## src/rtl/sram_arb_pkg.sv

```systemverilog
// Shared encodings for the SRAM word-port arbiter: FSM states, owner IDs, default address width.
package sram_arb_pkg;

  localparam int ADDR_W_DEF = 22;

  typedef enum logic [1:0] {
    IDLE      = 2'd0,
    ISSUE     = 2'd1,
    WAIT_ACK  = 2'd2,
    WAIT_DONE = 2'd3
  } arb_state_e;

  typedef enum logic {
    OWN_CPU = 1'b0,
    OWN_VID = 1'b1
  } owner_e;

endpackage

```

## src/rtl/sram_arb_req_slot.sv

```systemverilog
// One requester's pending slot: latches a strobe while idle and holds busy until the arbiter retires it.
// Strobes while busy are dropped; rd and wr together are taken as a write.
module sram_arb_req_slot
  import sram_arb_pkg::*;
#(
  parameter int ADDR_W = ADDR_W_DEF
) (
  input  logic              clk,
  input  logic              reset,
  input  logic              rd_i,
  input  logic              wr_i,
  input  logic [ADDR_W-1:0] addr_i,
  input  logic [31:0]       data_i,
  input  logic [3:0]        wstrb_i,
  input  logic              done_i,
  output logic              busy_o,
  output logic              wr_o,
  output logic [ADDR_W-1:0] addr_o,
  output logic [31:0]       data_o,
  output logic [3:0]        wstrb_o
);

  logic              busy_q, busy_d;
  logic              wr_q, wr_d;
  logic [ADDR_W-1:0] addr_q, addr_d;
  logic [31:0]       data_q, data_d;
  logic [3:0]        wstrb_q, wstrb_d;

  always_comb begin
    busy_d  = busy_q;
    wr_d    = wr_q;
    addr_d  = addr_q;
    data_d  = data_q;
    wstrb_d = wstrb_q;
    if (busy_q) begin
      if (done_i) busy_d = 1'b0;
    end else if (rd_i || wr_i) begin
      busy_d  = 1'b1;
      wr_d    = wr_i;
      addr_d  = addr_i;
      data_d  = data_i;
      wstrb_d = wstrb_i;
    end
  end

  always_ff @(posedge clk or posedge reset) begin
    if (reset) begin
      busy_q  <= 1'b0;
      wr_q    <= 1'b0;
      addr_q  <= '0;
      data_q  <= '0;
      wstrb_q <= '0;
    end else begin
      busy_q  <= busy_d;
      wr_q    <= wr_d;
      addr_q  <= addr_d;
      data_q  <= data_d;
      wstrb_q <= wstrb_d;
    end
  end

  assign busy_o  = busy_q;
  assign wr_o    = wr_q;
  assign addr_o  = addr_q;
  assign data_o  = data_q;
  assign wstrb_o = wstrb_q;

endmodule

```

## src/rtl/sram_word_arbiter.sv

```systemverilog
// Shares the SRAM controller word port between CPU (rd/wr) and video (rd); video has priority, bounded by a streak counter.
// Defining SRAM_ARB_STATS_EN adds saturating grant counters (stat_cpu_grants, stat_vid_grants, stat_forced).
module sram_word_arbiter
  import sram_arb_pkg::*;
#(
  parameter int MAX_VID_STREAK = 4,
  parameter int ADDR_W         = ADDR_W_DEF
) (
  input  logic              clk,
  input  logic              reset,
  input  logic              cpu_rd,
  input  logic              cpu_wr,
  input  logic [ADDR_W-1:0] cpu_addr,
  input  logic [31:0]       cpu_data,
  input  logic [3:0]        cpu_wstrb,
  output logic [31:0]       cpu_q,
  output logic              cpu_busy,
  output logic              cpu_q_valid,
  input  logic              vid_rd,
  input  logic [ADDR_W-1:0] vid_addr,
  output logic [31:0]       vid_q,
  output logic              vid_busy,
  output logic              vid_q_valid,
  output logic              mem_rd,
  output logic              mem_wr,
  output logic [ADDR_W-1:0] mem_addr,
  output logic [31:0]       mem_data,
  output logic [3:0]        mem_wstrb,
  input  logic [31:0]       mem_q,
  input  logic              mem_busy,
  input  logic              mem_q_valid
`ifdef SRAM_ARB_STATS_EN
  ,
  output logic [31:0]       stat_cpu_grants,
  output logic [31:0]       stat_vid_grants,
  output logic [15:0]       stat_forced
`endif
);

  localparam logic [3:0] STREAK_MAX = 4'(MAX_VID_STREAK);

  logic              cpu_busy_s, cpu_wr_s, vid_busy_s, vid_wr_s;
  logic [ADDR_W-1:0] cpu_addr_s, vid_addr_s;
  logic [31:0]       cpu_data_s, vid_data_s;
  logic [3:0]        cpu_wstrb_s, vid_wstrb_s;
  logic              cpu_done, vid_done;

  sram_arb_req_slot #(.ADDR_W(ADDR_W)) u_cpu_slot (
    .clk    (clk),         .reset  (reset),
    .rd_i   (cpu_rd),      .wr_i   (cpu_wr),
    .addr_i (cpu_addr),    .data_i (cpu_data),
    .wstrb_i(cpu_wstrb),   .done_i (cpu_done),
    .busy_o (cpu_busy_s),  .wr_o   (cpu_wr_s),
    .addr_o (cpu_addr_s),  .data_o (cpu_data_s),
    .wstrb_o(cpu_wstrb_s)
  );

  sram_arb_req_slot #(.ADDR_W(ADDR_W)) u_vid_slot (
    .clk    (clk),         .reset  (reset),
    .rd_i   (vid_rd),      .wr_i   (1'b0),
    .addr_i (vid_addr),    .data_i (32'h0),
    .wstrb_i(4'h0),        .done_i (vid_done),
    .busy_o (vid_busy_s),  .wr_o   (vid_wr_s),
    .addr_o (vid_addr_s),  .data_o (vid_data_s),
    .wstrb_o(vid_wstrb_s)
  );

  arb_state_e        state_q, state_d;
  owner_e            owner_q, owner_d;
  logic [3:0]        streak_q, streak_d;
  logic              op_wr_q, op_wr_d;
  logic [ADDR_W-1:0] addr_q, addr_d;
  logic [31:0]       data_q, data_d;
  logic [3:0]        wstrb_q, wstrb_d;
  logic [31:0]       cap_q, cap_d;
  logic [31:0]       cpu_rdata_q, cpu_rdata_d, vid_rdata_q, vid_rdata_d;
  logic              cpu_qv_q, cpu_qv_d, vid_qv_q, vid_qv_d;
  logic              cpu_waiting, grant_cpu, forced;
  logic [31:0]       rdata;

  always_comb begin
    state_d     = state_q;
    owner_d     = owner_q;
    streak_d    = streak_q;
    op_wr_d     = op_wr_q;
    addr_d      = addr_q;
    data_d      = data_q;
    wstrb_d     = wstrb_q;
    cap_d       = cap_q;
    cpu_rdata_d = cpu_rdata_q;
    vid_rdata_d = vid_rdata_q;
    cpu_qv_d    = 1'b0;
    vid_qv_d    = 1'b0;
    cpu_done    = 1'b0;
    vid_done    = 1'b0;
    grant_cpu   = 1'b0;
    forced      = 1'b0;
    rdata       = mem_q_valid ? mem_q : cap_q;
    // The CPU slot stays busy while in service; only a not-yet-granted request counts as waiting.
    cpu_waiting = cpu_busy_s && !((state_q != IDLE) && (owner_q == OWN_CPU));
    if (!cpu_waiting) streak_d = '0;
    if (mem_q_valid) cap_d = mem_q;

    unique case (state_q)
      IDLE: begin
        if (cpu_busy_s || vid_busy_s) begin
          forced    = cpu_busy_s && vid_busy_s && (streak_q == STREAK_MAX);
          grant_cpu = cpu_busy_s && (!vid_busy_s || forced);
          if (grant_cpu) begin
            owner_d  = OWN_CPU;
            op_wr_d  = cpu_wr_s;
            addr_d   = cpu_addr_s;
            data_d   = cpu_data_s;
            wstrb_d  = cpu_wstrb_s;
            streak_d = '0;
          end else begin
            owner_d = OWN_VID;
            op_wr_d = vid_wr_s;
            addr_d  = vid_addr_s;
            data_d  = vid_data_s;
            wstrb_d = vid_wstrb_s;
            if (cpu_busy_s && streak_q != 4'hF) streak_d = streak_q + 4'd1;
          end
          state_d = ISSUE;
        end
      end
      ISSUE:    state_d = WAIT_ACK;
      // Controller busy is registered, so it only rises the cycle after the strobe.
      WAIT_ACK: if (mem_busy) state_d = WAIT_DONE;
      WAIT_DONE: begin
        if (!mem_busy) begin
          state_d = IDLE;
          if (owner_q == OWN_CPU) begin
            cpu_done = 1'b1;
            if (!op_wr_q) begin
              cpu_rdata_d = rdata;
              cpu_qv_d    = 1'b1;
            end
          end else begin
            vid_done = 1'b1;
            if (!op_wr_q) begin
              vid_rdata_d = rdata;
              vid_qv_d    = 1'b1;
            end
          end
        end
      end
      default: state_d = IDLE;
    endcase
  end

  always_ff @(posedge clk or posedge reset) begin
    if (reset) begin
      state_q     <= IDLE;
      owner_q     <= OWN_CPU;
      streak_q    <= '0;
      op_wr_q     <= 1'b0;
      addr_q      <= '0;
      data_q      <= '0;
      wstrb_q     <= '0;
      cap_q       <= '0;
      cpu_rdata_q <= '0;
      vid_rdata_q <= '0;
      cpu_qv_q    <= 1'b0;
      vid_qv_q    <= 1'b0;
    end else begin
      state_q     <= state_d;
      owner_q     <= owner_d;
      streak_q    <= streak_d;
      op_wr_q     <= op_wr_d;
      addr_q      <= addr_d;
      data_q      <= data_d;
      wstrb_q     <= wstrb_d;
      cap_q       <= cap_d;
      cpu_rdata_q <= cpu_rdata_d;
      vid_rdata_q <= vid_rdata_d;
      cpu_qv_q    <= cpu_qv_d;
      vid_qv_q    <= vid_qv_d;
    end
  end

  assign mem_rd      = (state_q == ISSUE) && !op_wr_q;
  assign mem_wr      = (state_q == ISSUE) &&  op_wr_q;
  assign mem_addr    = addr_q;
  assign mem_data    = data_q;
  assign mem_wstrb   = wstrb_q;
  assign cpu_q       = cpu_rdata_q;
  assign cpu_q_valid = cpu_qv_q;
  assign cpu_busy    = cpu_busy_s;
  assign vid_q       = vid_rdata_q;
  assign vid_q_valid = vid_qv_q;
  assign vid_busy    = vid_busy_s;

`ifdef SRAM_ARB_STATS_EN
  logic        forced_q, forced_d;
  logic [31:0] stat_cpu_q, stat_cpu_d, stat_vid_q, stat_vid_d;
  logic [15:0] stat_forced_q, stat_forced_d;

  always_comb begin
    forced_d      = forced_q;
    stat_cpu_d    = stat_cpu_q;
    stat_vid_d    = stat_vid_q;
    stat_forced_d = stat_forced_q;
    if (state_q == IDLE && (cpu_busy_s || vid_busy_s)) forced_d = forced;
    if (state_q == ISSUE) begin
      if (owner_q == OWN_CPU) begin
        if (stat_cpu_q != '1) stat_cpu_d = stat_cpu_q + 32'd1;
        if (forced_q && stat_forced_q != '1) stat_forced_d = stat_forced_q + 16'd1;
      end else if (stat_vid_q != '1) begin
        stat_vid_d = stat_vid_q + 32'd1;
      end
    end
  end

  always_ff @(posedge clk or posedge reset) begin
    if (reset) begin
      forced_q      <= 1'b0;
      stat_cpu_q    <= '0;
      stat_vid_q    <= '0;
      stat_forced_q <= '0;
    end else begin
      forced_q      <= forced_d;
      stat_cpu_q    <= stat_cpu_d;
      stat_vid_q    <= stat_vid_d;
      stat_forced_q <= stat_forced_d;
    end
  end

  assign stat_cpu_grants = stat_cpu_q;
  assign stat_vid_grants = stat_vid_q;
  assign stat_forced     = stat_forced_q;
`endif

endmodule
```

## config.mk

```make
export PLATFORM = sky130hd
export DESIGN_NAME = sram_word_arbiter
export DESIGN_NICKNAME = d
export VERILOG_FILES = /design/src/rtl/sram_arb_pkg.sv /design/src/rtl/sram_arb_req_slot.sv /design/src/rtl/sram_word_arbiter.sv
export SDC_FILE = /design/constraint.sdc
export NUM_CORES = 1
export LEC_CHECK = 0
export CAP_MARGIN = 15
export CELL_PAD_IN_SITES_DETAIL_PLACEMENT = 2
export CELL_PAD_IN_SITES_GLOBAL_PLACEMENT = 2
export CORE_MARGIN = 8
export CORE_UTILIZATION = 34
export DETAILED_ROUTE_END_ITERATION = 7
export HOLD_SLACK_MARGIN = 0.03
export PLACE_DENSITY = 0.85
export SLEW_MARGIN = 20
export SYNTH_ARGS = -nofsm -noshare
export SYNTH_HDL_FRONTEND = slang
export SYNTH_SLANG_ARGS = --single-unit
```

## constraint.sdc

```tcl
create_clock -name clk -period 17.9 [get_ports clk]
set_input_delay 2.685 -clock clk [delete_from_list [all_inputs] [get_ports clk]]
set_output_delay 2.685 -clock clk [all_outputs]
set_load 0.005 [all_outputs]
```

======== After elaboration in Yosys (flattened, before gate mapping) ========
Cells that the tools add are included.
operators by class
  multiplexer cells ....................... 34
  equality and inequality tests ........... 8
  reductions and logical operators ........ 22
  add/subtract/negate cells ............... 1
  bitwise gates (word level) .............. 5
operator list
  operator               number
  $mux W32               2
  $mux W4                6
  $mux W22               1
  $mux W1                21
  $logic_and A1 B1 Y1    8
  $pmux W2 S4            1
  $reduce_and A4 Y1      2
  $mux W2                3
  $ne A2 B2 Y1 const B   3
  $reduce_and A2 Y1      3
  $not A1 Y1             5
  $add A4 B1 Y4 const B  1
  $eq A2 B2 Y1 const B   2
  $eq A4 B3 Y1 const B   1
  $ne A4 B4 Y1 const B   1
  $logic_not A1 Y1       3
  $logic_or A1 B1 Y1     3
  $reduce_and A3 Y1      1
  $eq A2 B1 Y1 const B   1
  $logic_not A2 Y1       1
  $reduce_bool A2 Y1     1
word-level totals
  flip-flop bits (word level) ............. 247
  logic and storage cells ................. 89
  output and inout port bits .............. 128

======== Depth between registers and ports, before layout ========
Gate-level depths: netlist of the first run.
  depth in word-level cells ............... 9
  mapped depth ............................ 8
  gate-level depth less buffers ........... 6

======== Cells and area by module ========
A second synthesis of the first run with hierarchy kept.
second synthesis, totals
  cell total of the unflattened synthesis .. 960
  area total of the unflattened synthesis .. 11,481.0 um^2
modules (own cells, without submodules)
  module             seq. area each (um^2)  area each (um^2)  times used  cells each
  sram_word_arbiter  4,103.9                6,821.5           1           698
  sram_arb_req_slot  1,501.4                2,329.7           2           131

======== Least setup slack after synthesis of the first run ========
No wires, ideal clock.
  path type ............................... input to register
  start ................................... input port vid_rd
  end ..................................... register u_vid_slot.addr_q[11] (netlist: u_vid_slot.addr_o[11])
  arrival time ............................ 3.497 ns
  setup time .............................. 0.125 ns
  cell stages on the path ................. 4
  slack ................................... 14.278 ns
  cells stage by stage .................... nor2b_1 -> clkbuf_1 -> buf_4 -> mux2_2
between the ends
  word-level cells in the longest chain between the ends .. 1
RTL lines
  what                         line                     RTL
  from (decl)                  sram_word_arbiter.sv:19  input logic vid_rd,
  $reduce_and A2 Y1 (no line)  -
  to (signal assigned)         sram_arb_req_slot.sv:56  addr_q <= addr_d;
  to (decl)                    sram_arb_req_slot.sv:25  logic [ADDR_W-1:0] addr_q, addr_d;
Every way passes these cells.
A chain may end at the register's enable or synchronous reset.

==> metrics.md, run 1 <==
| Metric | Value |
|---|---|
| Outcome | `finished, final reports clean` |
| Antenna-violating nets left | `0` |
| Synth Net Count | `between 800 and 900` |
| Peak Freq | `~210 MHz` |
| Die area | `approximately 34,000 sq um` |
| CTS Buffer Depth | `3` |
| Startpoint Class | `input port` |
| Setup WS pre-CTS | `12.17 ns` |
| Layout Utilization | `between 40% and 50%` |
| Drt pass-1 iters | `4` |
| Root Driver | `clkbuf_16` |
| Peak VDD IR | `76.29 uV` |
| Setup bufs post-CTS | `0` |
| Tot Pwr | `2.430 mW` |
| CP startpoint | `reset` |
| PostCTS Resize Cnt | `0` |
| Critical path depth in cells | `5` |
| GP Congestion | `slightly above 0.7` |
| Average routed wire per standard cell | `22.10 microns` |
| First-pass GRT wire length | `~48 mm` |
| Switching Share | `between 30% and 40%` |
| Crit path cell chain | `clkdlybuf4s50_1 -> inv_8 -> buf_4 -> buf_4 -> buf_16` |
| Clock share of power | `between 20 and 25%` |
| IO buf count | `246` |
| Worst-margin pin slew | `approximately 1.1 ns` |
| HPWL after DPL | `20.83 mm` |
| Detailed Route WL | `~31 mm` |
| CP Max Fanout | `107` |
| Worst slew margin | `roughly 28%` |
| # rows | `approximately 60` |
| Setup WS post-layout | `around 13 ns` |
| Starting density of the core | `between 30% and 40%` |
| Largest net degree at the start of global routing | `108` |
| R2R setup slack | `15.59 ns` |
| Post-Syn Area per Cell | `between 10 and 15 sq um` |
| Setup-failing EPs final | `0` |
| Number of global-route vias before repair | `8,080` |
| Fillers | `between 2,000 and 3,000` |
| Drt initial violations | `260` |
| Vias | `6,794` |
| Sequential power share | `approximately two fifths` |
| CP dominant cell by count | `buf_4` |
| Critical R2R Launch | `u_cpu_slot.busy_o` |
| Chip height | `~180 microns` |
| Multi-input gate area | `around 3000 sq um` |
| Vias per cell | `between 4 and 5` |
| GR Overflow Total | `0` |
| Clk slew on worst S/H paths | `about 0.06 ns` |
| DRC violations left | `0` |
| Critical Path End | `mem_addr[4]` |
| Ant. Diodes | `0` |
| PwrDens | `183.0 nW/um^2` |
| Critical path class | `in2async` |
| Slew Limit Fails | `0` |
| R2r endpoint | `u_cpu_slot.wstrb_o[1]` |
| Syn Inst Count | `~760` |
| Clk sinks | `247` |
| Tmin final | `between 4 and 5 ns` |
| Cell internal pwr | `between 1.5 and 2 mW` |
| Combinational share of power | `a little over a third` |
| TritonCTS clock tree | `done` |
| Chip Width | `about 180 microns` |
| Clock Latency Late Sink | `roughly 0.53 ns` |
| Syn. warnings | `0` |
| FF-to-FF path depth | `3` |
| I/O Pins | `around 250` |
| Syn-to-layout area delta | `38.57%` |
| RSZ-0062 raised after global routing | `no` |
| Setup TNS | `0 ns` |
| Layout cells sized above 1 | `13.64%` |
| CP max-delay cell | `buf_4` |
| Leak Pwr | `between 5 and 6 nW` |
| Critical path's largest stage delay | `0.77 ns` |
| Worst hold slack | `roughly 0.49 ns` |
| Post-synthesis sequential area ratio | `about 64%` |
| Final hold violations | `0` |
| Post-synth ARST share | `100.0%` |
| CP delay by family, top | `buffers and inverters` |
| WP buf/inv | `5` |
| Final nets | `between 1,000 and 1,500` |
| Hold crit path type | `reg2reg` |
| Switching pwr | `791.2 uW` |
| CP endpoint kind | `async pin` |
| Initial antenna violation count | `2` |
| Clock Skew | `0.01227 ns` |
| EDFF count, synth | `0` |
| Synthesized flop and latch total | `~250` |
| CTS hold repair buffers | `0` |
| Library cells used by synthesis | `40` |
| Post-synth top flop | `dfrtp_1` |
| Synthesized area | `roughly 9600 sq um` |
| H-tree depth | `1` |
| Crit share post-route | `between 20% and 30%` |
| Storage cell area | `about 6000 sq um` |
| Core Region | `between 20,000 and 30,000 sq um` |
| WP data required | `roughly 19 ns` |
| Crit path arrival time | `around 5.4 ns` |
| Total Routing Usage GR | `between 15 and 20%` |
| CTS buffer count | `28` |
| Max_cap viols | `0` |
## metrics by stage
| stage | cell area (sq um) | instances |
|---|---|---|
| after global routing | 13280 | 1397 |
| after CTS | 13240 | 1396 |
| final | 13280 | 1397 |
| after global placement | 12280 | 1345 |
| after detailed placement | 12280 | 1345 |
| after floorplan | 9583 | 761 |
## logic make-up after synthesis
group / count (synthesis) / synth area share, %
AOI/OAI and AO/OA: 164 / 10.59
adders and majority gates: 6 / 0.7834
buffers and inverters: 85 / 4.831
DFF: 247 / 64.50
muxes: 113 / 12.86
and+or+nand+nor: 146 / 6.437
## cell usage in the layout, fill, tap and decap left out, types with 4 or more instances in the layout
cell type	instances
dfrtp_1	247
clkdlybuf4s50_1	245
a21oi_1	109
nor2_1	93
mux2_2	73
inv_1	37
a22o_1	37
mux2i_1	32
nand2_1	31
clkbuf_16	29
clkbuf_8	9
mux2_1	8
buf_4	7
ha_1	6
clkbuf_1	6
o21ai_0	4
## area by class of cell
| type | instances | area share, % |
|---|---|---|
| Tap cell | 378 | 3.562 |
| Clock inverter | 7 | 0.6878 |
| Multi-Input combinational cell | 429 | 22.40 |
| Sequential cell | 247 | 46.55 |
| Timing Repair Buffer | 254 | 19.11 |
| Clock buffer | 44 | 6.567 |
| Inverter | 38 | 1.131 |
## registers in the layout, indices dropped and copies added, names as in the netlist
signal              flops
owner_q                 1
streak_q                4
u_vid_slot.addr_o      22
state_q                 2
u_cpu_slot.addr_o      22
mem_wstrb               4
cap_q                  32
vid_q_valid             1
u_cpu_slot.data_o      32
u_vid_slot.busy_o       1
u_cpu_slot.busy_o       1
mem_addr               22
cpu_q_valid             1
vid_q                  32
mem_data               32
op_wr_q                 1
cpu_q                  32
u_cpu_slot.wr_o         1
u_cpu_slot.wstrb_o      4
## power groups by stage
stage	Combinational (mW)	Sequential, mW	Clock, mW
3_3_place_gp	0.817	0.954	0
3_5_place_dp	0.873	0.977	0
2_1_floorplan	0.443	0.929	0
6_report	0.866	0.974	0.591
5_1_grt	0.950	1.00	0.630
4_1_cts	0.887	0.977	0.606
## synth_stat cells, types with 3 or more instances
master / instances / area (sq um)
mux2_2: 73 / 822.0
buf_6: 11 / 123.9
buf_4: 9 / 67.56
a21oi_1: 109 / 545.5
nor2b_1: 4 / 25.02
buf_2: 22 / 110.1
nor2_1: 94 / 352.8
o21ai_0: 4 / 20.02
nor3_1: 3 / 15.01
mux2i_1: 32 / 320.3
mux2_1: 8 / 90.09
dfrtp_1: 247 / 6181
nand2_1: 31 / 116.4
a22o_1: 37 / 324.1
inv_1: 38 / 142.6
clkbuf_1: 5 / 18.77
nand2b_1: 3 / 18.77
ha_1: 6 / 75.07
## per-layer routing
metal	track usage, %	part of all wire [%]	vias up	wire, microns
met5	0	0.087	-	27
met4	3.388	1.5	4	474
met3	6.601	9.1	46	2798
met2	31.22	49	216	15050
met1	21.64	41	3473	12520
li1	-	-	3055	-
## worst min-delay path by stage
| stage | start | to | slack [ns] | depth (start not counted) |
|---|---|---|---|---|
| 6_report | u_cpu_slot.data_o[29] | u_cpu_slot.data_o[29] | 0.49 | 1 |
| 4_1_cts | u_cpu_slot.data_o[25] | mem_data[25] | 0.50 | 1 |
| 3_5_place_dp | u_cpu_slot.wstrb_o[0] | mem_wstrb[0] | 0.48 | 1 |
| 5_1_grt | u_cpu_slot.data_o[6] | mem_data[6] | 0.51 | 1 |
| 2_1_floorplan | u_cpu_slot.data_o[25] | mem_data[25] | 0.46 | 1 |
| 3_3_place_gp | u_cpu_slot.data_o[21] | mem_data[21] | 0.47 | 1 |
No activity file was read; power rests on OpenSTA's default activity.
==> run 2: changes to the inputs <==
--- a/config.mk
+++ b/config.mk
@@ -9,10 +9,10 @@
 export CELL_PAD_IN_SITES_DETAIL_PLACEMENT = 2
 export CELL_PAD_IN_SITES_GLOBAL_PLACEMENT = 2
 export CORE_MARGIN = 8
-export CORE_UTILIZATION = 34
+export CORE_UTILIZATION = 32
 export DETAILED_ROUTE_END_ITERATION = 7
 export HOLD_SLACK_MARGIN = 0.03
-export PLACE_DENSITY = 0.85
+export PLACE_DENSITY = 0.81
 export SLEW_MARGIN = 20
 export SYNTH_ARGS = -nofsm -noshare
 export SYNTH_HDL_FRONTEND = slang
==> constraint.sdc (replaced) <==
create_clock -name clk -period 4.6 [get_ports clk]
set_input_delay 0.69 -clock clk [delete_from_list [all_inputs] [get_ports clk]]
set_output_delay 0.69 -clock clk [all_outputs]
set_load 0.005 [all_outputs]
==> metrics.md, run 2 (synthesis results as in run 1) <==
| Metric | Value |
|---|---|
| CTS Buffer Depth | `3 (unchanged)` |
| Cell count of the worst hold path | `1 (unchanged)` |
| # rows | `63 (+3.3%)` |
| Endpoint, Worst Hold | `mem_data[8]` |
| H-tree depth | `1 (unchanged)` |
| Non-filler cells, final | `1,411 (+1.0%)` |
| Largest net degree at the start of global routing | `148 (+37%)` |
| CP delay by family, top | `buffers and inverters` |
| Starting density of the core | `32.42% (-2.1 points)` |
| Setup-failing EPs final | `0 (unchanged)` |
| Commonest non-fill, non-tap cells in the layout | `dfrtp_1 (247), clkdlybuf4s50_1 (245), a21oi_1 (109), nor2_1 (93), mux2_2 (73)` |
| GP Congestion | `0.6898 (-2.7%)` |
| Slew Limit Fails | `0 (unchanged)` |
| Setup TNS | `0 ns (unchanged)` |
| Clk sinks | `247 (unchanged)` |
| Core Region | `29,560 sq um (+6.4%)` |
| FF-to-FF path depth | `5 (+2)` |
| Drt pass-1 iters | `4 (unchanged)` |
| Placed Cells | `1,358 (+0.97%)` |
| Vias | `6,788 (-0.088%)` |
| PwrDens | `701.1 nW/um^2 (+280%)` |
| Setup WS pre-CTS | `2.113 ns (-10.06 ns)` |
| Outcome | `finished, final reports clean` |
| DRC violations left | `0 (unchanged)` |
| Drt initial violations | `175 (-33%)` |
| Antenna-violating nets left | `0 (unchanged)` |
| Crit path cell chain | `inv_1 -> ha_1 -> nor2b_1 -> clkdlybuf4s50_1` |
| Hold crit path type | `reg2reg` |
| Peak VDD IR | `433.0 uV (+470%)` |
| CP Max Fanout | `3 (-97%)` |
| First-pass GRT wire length | `45.35 mm (-6.3%)` |
| IO buf count | `246 (unchanged)` |
| CP endpoint kind | `primary output` |
| Syn-to-layout area delta | `38.95%` |
| Crit share post-route | `between 50% and 60%` |
| R2R setup slack | `2.58 ns (-13.01 ns)` |
| Tmin final | `roughly 2.7 ns` |
| Layout cells sized above 1 | `13.82% (+0.18 points)` |
| WP buf/inv | `2 (-3)` |
| Worst-margin pin slew | `0.8179 ns (-0.2644 ns)` |
| Final hold violations | `0 (unchanged)` |
| Startpoint Class | `flip-flop` |
| Layout Utilization | `45.05% (-2.8 points)` |
| Met3 Track Usage GR | `5.427% (-1.2 points)` |
| Grt met1 use | `18.53% (-3.1 points)` |
| GRT busiest layer | `met2` |
| Worst slew margin | `45.47% (+18 points)` |
| Critical path's largest stage delay | `0.60 ns (-0.17 ns)` |
| CP max-delay cell | `clkdlybuf4s50_1` |
| RSZ-0062 raised after global routing | `no` |
| I/O Pins | `247 (unchanged)` |
| Die area | `35,740 sq um (+5.7%)` |
| Peak Freq | `between 300 and 400 MHz` |
| Clk slew on worst S/H paths | `0.06 ns (about the same)` |
| GR Overflow Total | `0 (unchanged)` |
| R2r endpoint | `mem_addr[3]` |
| CTS hold repair buffers | `0 (unchanged)` |
| Setup WS post-layout | `1.941 ns (-11.28 ns)` |
| Crit path arrival time | `1.97 ns (-3.40 ns)` |
| Critical path class | `reg2out` |
| Initial antenna violation count | `3 (+1)` |
| Critical R2R Launch | `state_q[0]` |
| WP data required | `3.91 ns (-14.69 ns)` |
| Chip Width | `189.1 microns (+2.8%)` |
| GR Util met2 | `27.30% (-3.9 points)` |
| CTS buffer count | `28 (unchanged)` |
| HPWL after DPL | `19.53 mm (-6.3%)` |
| Setup bufs post-CTS | `0 (unchanged)` |
| Max_cap viols | `0 (unchanged)` |
| HP Start | `u_cpu_slot.data_o[8]` |
| Leak Pwr | `5.853 nW (+0.18%)` |
| Average routed wire per standard cell | `20.33 microns (-8.0%)` |
| Clock Skew | `0.01309 ns (+0.0008228 ns)` |
| Clock Latency Late Sink | `0.54 ns (about the same)` |
| Final nets | `1,124 (+0.089%)` |
| Commonest non-fill, non-tap cell in the layout | `dfrtp_1` |
| Root Driver | `clkbuf_16` |
| TritonCTS clock tree | `done` |
| Number of global-route vias before repair | `7,966 (-1.4%)` |
| Total Routing Usage GR | `15.77% (-2.4 points)` |
| PostCTS Resize Cnt | `0 (unchanged)` |
| Vias per cell | `4.811 (-1.1%)` |
| Detailed Route WL | `28.69 mm (-7.1%)` |
| Chip height | `189.1 microns (+2.8%)` |
run 2: cell types whose count changed in the layout (fill, tap and decap cells not counted), sizes merged:
cell / previous run / this run
clkbuf: 44 / 42
buf: 9 / 10
clkinv: 3 / 7
inv: 39 / 37
diode: 0 / 1
run 2: cell type report:
class,instances,area (sq um)
fillers,2946,16240
flip-flops and latches,247,6181
multi-input cells,429,2974
repair buffers,255,2570
clock buffers,42,854.6
well taps,390,488.0
inverters,38,146.4
clock inverters,9,98.84
diodes,1,2.502
run 2: worst max-delay path by stage:
stage | to | cells after the start | from | slack, ns
floorplan | cap_q[0] | 1 | reset | 0.66
global placement | vid_q[24] | 6 | mem_busy | 2.23
detailed placement | vid_q[29] | 6 | mem_busy | 2.11
CTS | mem_rd | 4 | state_q[1] | 1.89
global route | mem_rd | 4 | state_q[1] | 1.86
finish | mem_rd | 4 | state_q[1] | 1.94
run 2: where the power goes:
part,internal [mW],total (mW),switching (mW)
combinational,1.85,3.33,1.48
clock,1.39,2.27,0.881
sequential,3.13,3.74,0.615
run 2: per-layer routing:
metal / wire [microns] / up-vias / share of wire [%]
met3: 2152 / 47 / 7.5
met2: 14200 / 189 / 50
li1: - / 3057 / -
met1: 11750 / 3491 / 41
met5: 27 / - / 0.094
met4: 553 / 4 / 1.9
run 2: per-stage QoR:
stage               hold slack (ns)  total power [mW]  cell area [sq um]
global route                 0.5056             9.944              13320
global placement             0.4670             6.906              12320
detailed placement           0.4806             7.157              12320
CTS                          0.4929             9.527              13270
floorplan                    0.4603             5.340               9587
finish                       0.4879             9.335              13320
==> run 3: changes to the inputs <==
==> constraint.sdc (replaced) <==
create_clock -name clk -period 2.6 [get_ports clk]
set_input_delay 0.39 -clock clk [delete_from_list [all_inputs] [get_ports clk]]
set_output_delay 0.39 -clock clk [all_outputs]
set_load 0.005 [all_outputs]
==> metrics.md, run 3 (synthesis results as in run 1) <==
| Metric | Value |
|---|---|
| Clock Latency Late Sink | `0.54 ns (about the same)` |
| Layout cells sized above 1 | `13.69% (-0.14 points)` |
| Critical path's largest stage delay | `0.58 ns (-0.02 ns)` |
| Final nets | `1,130 (+0.53%)` |
| Critical path class | `reg2out` |
| First-pass GRT wire length | `47.40 mm (+4.5%)` |
| Average routed wire per standard cell | `20.83 microns (+2.5%)` |
| CTS Buffer Depth | `3 (unchanged)` |
| Ant. Diodes | `0 (-1)` |
| # rows | `63 (unchanged)` |
| RSZ-0062 raised after global routing | `no` |
| GR Overflow Total | `0 (unchanged)` |
| Hold crit path type | `in2async` |
| Drt pass-1 iters | `4 (unchanged)` |
| Crit path cell chain | `inv_1 -> ha_1 -> nor2b_1 -> clkdlybuf4s50_1` |
| Total Routing Usage GR | `16.49% (+0.72 points)` |
| PwrDens | `1239 nW/um^2 (+77%)` |
| Detailed Route WL | `29.44 mm (+2.6%)` |
| Leak Pwr | `5.863 nW (+0.18%)` |
| Crit path arrival time | `1.96 ns (about the same)` |
| WP buf/inv | `2 (unchanged)` |
| Worst slew margin | `60.19% (+15 points)` |
| Chip Width | `189.1 microns (unchanged)` |
| Tmin final | `around 2.4 ns` |
| Critical path depth in cells | `4 (unchanged)` |
| Root Driver | `clkbuf_16` |
| GP Congestion | `0.7425 (+7.6%)` |
| Antenna-violating nets left | `0 (unchanged)` |
| Clk slew on worst S/H paths | `0.06 ns (about the same)` |
| Peak VDD IR | `600.3 uV (+39%)` |
| Commonest non-fill, non-tap cells in the layout | `dfrtp_1 (247), clkdlybuf4s50_1 (245), a21oi_1 (109), nor2_1 (93), mux2_2 (73)` |
| FF-to-FF path depth | `5 (unchanged)` |
| Commonest non-fill, non-tap cell in the layout | `dfrtp_1` |
| Max_cap viols | `0 (unchanged)` |
| Initial antenna violation count | `1 (-2)` |
| H-tree depth | `1 (unchanged)` |
| HPWL after DPL | `20.53 mm (+5.1%)` |
| Largest net degree at the start of global routing | `98 (-34%)` |
| Starting density of the core | `32.42% (unchanged)` |
| Final hold violations | `0 (unchanged)` |
| PostCTS Resize Cnt | `0 (unchanged)` |
| Drt initial violations | `209 (+19%)` |
| Vias | `6,809 (+0.31%)` |
| CTS hold repair buffers | `0 (unchanged)` |
| Outcome | `finished, final reports clean` |
| Crit share post-route | `between 90% and 100%` |
| WP data required | `2.21 ns (-1.70 ns)` |
| CP delay by family, top | `buffers and inverters` |
| CP max-delay cell | `clkdlybuf4s50_1` |
| Chip height | `189.1 microns (unchanged)` |
| Worst-margin pin slew | `0.5971 ns (-0.2207 ns)` |
| DRC violations left | `0 (unchanged)` |
| Syn-to-layout area delta | `39.64%` |
| CTS buffer count | `28 (unchanged)` |
| Slew Limit Fails | `0 (unchanged)` |
| Setup-failing EPs final | `0 (unchanged)` |
| Placed Cells | `1,365 (+0.52%)` |
| Die area | `35,740 sq um (unchanged)` |
| IO buf count | `246 (unchanged)` |
| CP endpoint kind | `primary output` |
| Clock Skew | `0.01697 ns (+0.003879 ns)` |
| CP Max Fanout | `3 (unchanged)` |
| Startpoint Class | `flip-flop` |
| Tot Pwr | `16.57 mW (+78%)` |
| Number of global-route vias before repair | `8,109 (+1.8%)` |
| I/O Pins | `247 (unchanged)` |
| Setup bufs post-CTS | `0 (unchanged)` |
| Peak Freq | `425.1 MHz` |
| Core Region | `29,560 sq um (unchanged)` |
| Non-filler cells, final | `1,413 (+0.14%)` |
| TritonCTS clock tree | `done` |
| Worst hold slack | `0.2690 ns (-0.2189 ns)` |
| Vias per cell | `4.819 (+0.17%)` |
| Clk sinks | `247 (unchanged)` |
## run 3: cell types whose count changed in the layout (fill, tap and decap cells not counted), sizes merged
cell      delta
clkinv       -5
buf          +6
bufinv       +1
diode        -1
clkinvlp     +1
## run 3: final timing paths
check | to | slack [ns] | start
min in group clk | u_cpu_slot.addr_o[5] | 0.45 | cpu_addr[5]
worst min-delay path | owner_q | 0.27 | reset
worst max register to register | mem_data[21] | 0.64 | state_q[0]
worst min register to register | mem_data[8] | 0.49 | u_cpu_slot.data_o[8]
max in group asynchronous | cap_q[5] | 1.74 | reset
worst max-delay path | mem_rd | 0.25 | state_q[1]
## run 3: report_power, final
part | total (mW) | leakage, nW | internal (mW) | switching [mW]
clock network | 3.97 | 0.445 | 2.41 | 1.55
registers | 6.61 | 2.94 | 5.53 | 1.08
logic | 5.99 | 2.48 | 3.35 | 2.64
total | 16.6 | 5.86 | 11.3 | 5.28
## run 3: layer usage
layer,up-vias,track usage (%),share of wire (%)
li1,3068,-,-
met1,3511,19.35,40
met2,194,28.67,50
met3,34,5.960,8.1
met4,2,3.367,1.8
met5,-,0,0.034
## run 3: worst min-delay path, stage by stage
cell and delay (ns):
clkdlybuf4s50_1 0.44, clkinvlp_4 0.14, buf_12 0.17
## run 3: cell type report
| cell class | instances | area, sq um |
|---|---|---|
| clock buffers | 42 | 803.3 |
| clock inverters | 6 | 118.9 |
| fillers | 2964 | 16180 |
| inverters | 38 | 146.4 |
| multi-input cells | 429 | 2962 |
| flip-flops and latches | 247 | 6181 |
| well taps | 390 | 488.0 |
| repair buffers | 261 | 2683 |
## run 3: through the flow
step | TNS [ns] | setup slack [ns] | utilization [%] | instance area, sq um
2_1_floorplan | -255.83 | -1.036 | - | 9587
3_3_place_gp | 0 | 0.7243 | 42.15 | 12460
3_5_place_dp | 0 | 0.6141 | 42.15 | 12460
4_1_cts | 0 | 0.1993 | 45.27 | 13380
5_1_grt | 0 | 0.1317 | 45.27 | 13380
6_report | 0 | 0.2474 | 45.27 | 13380
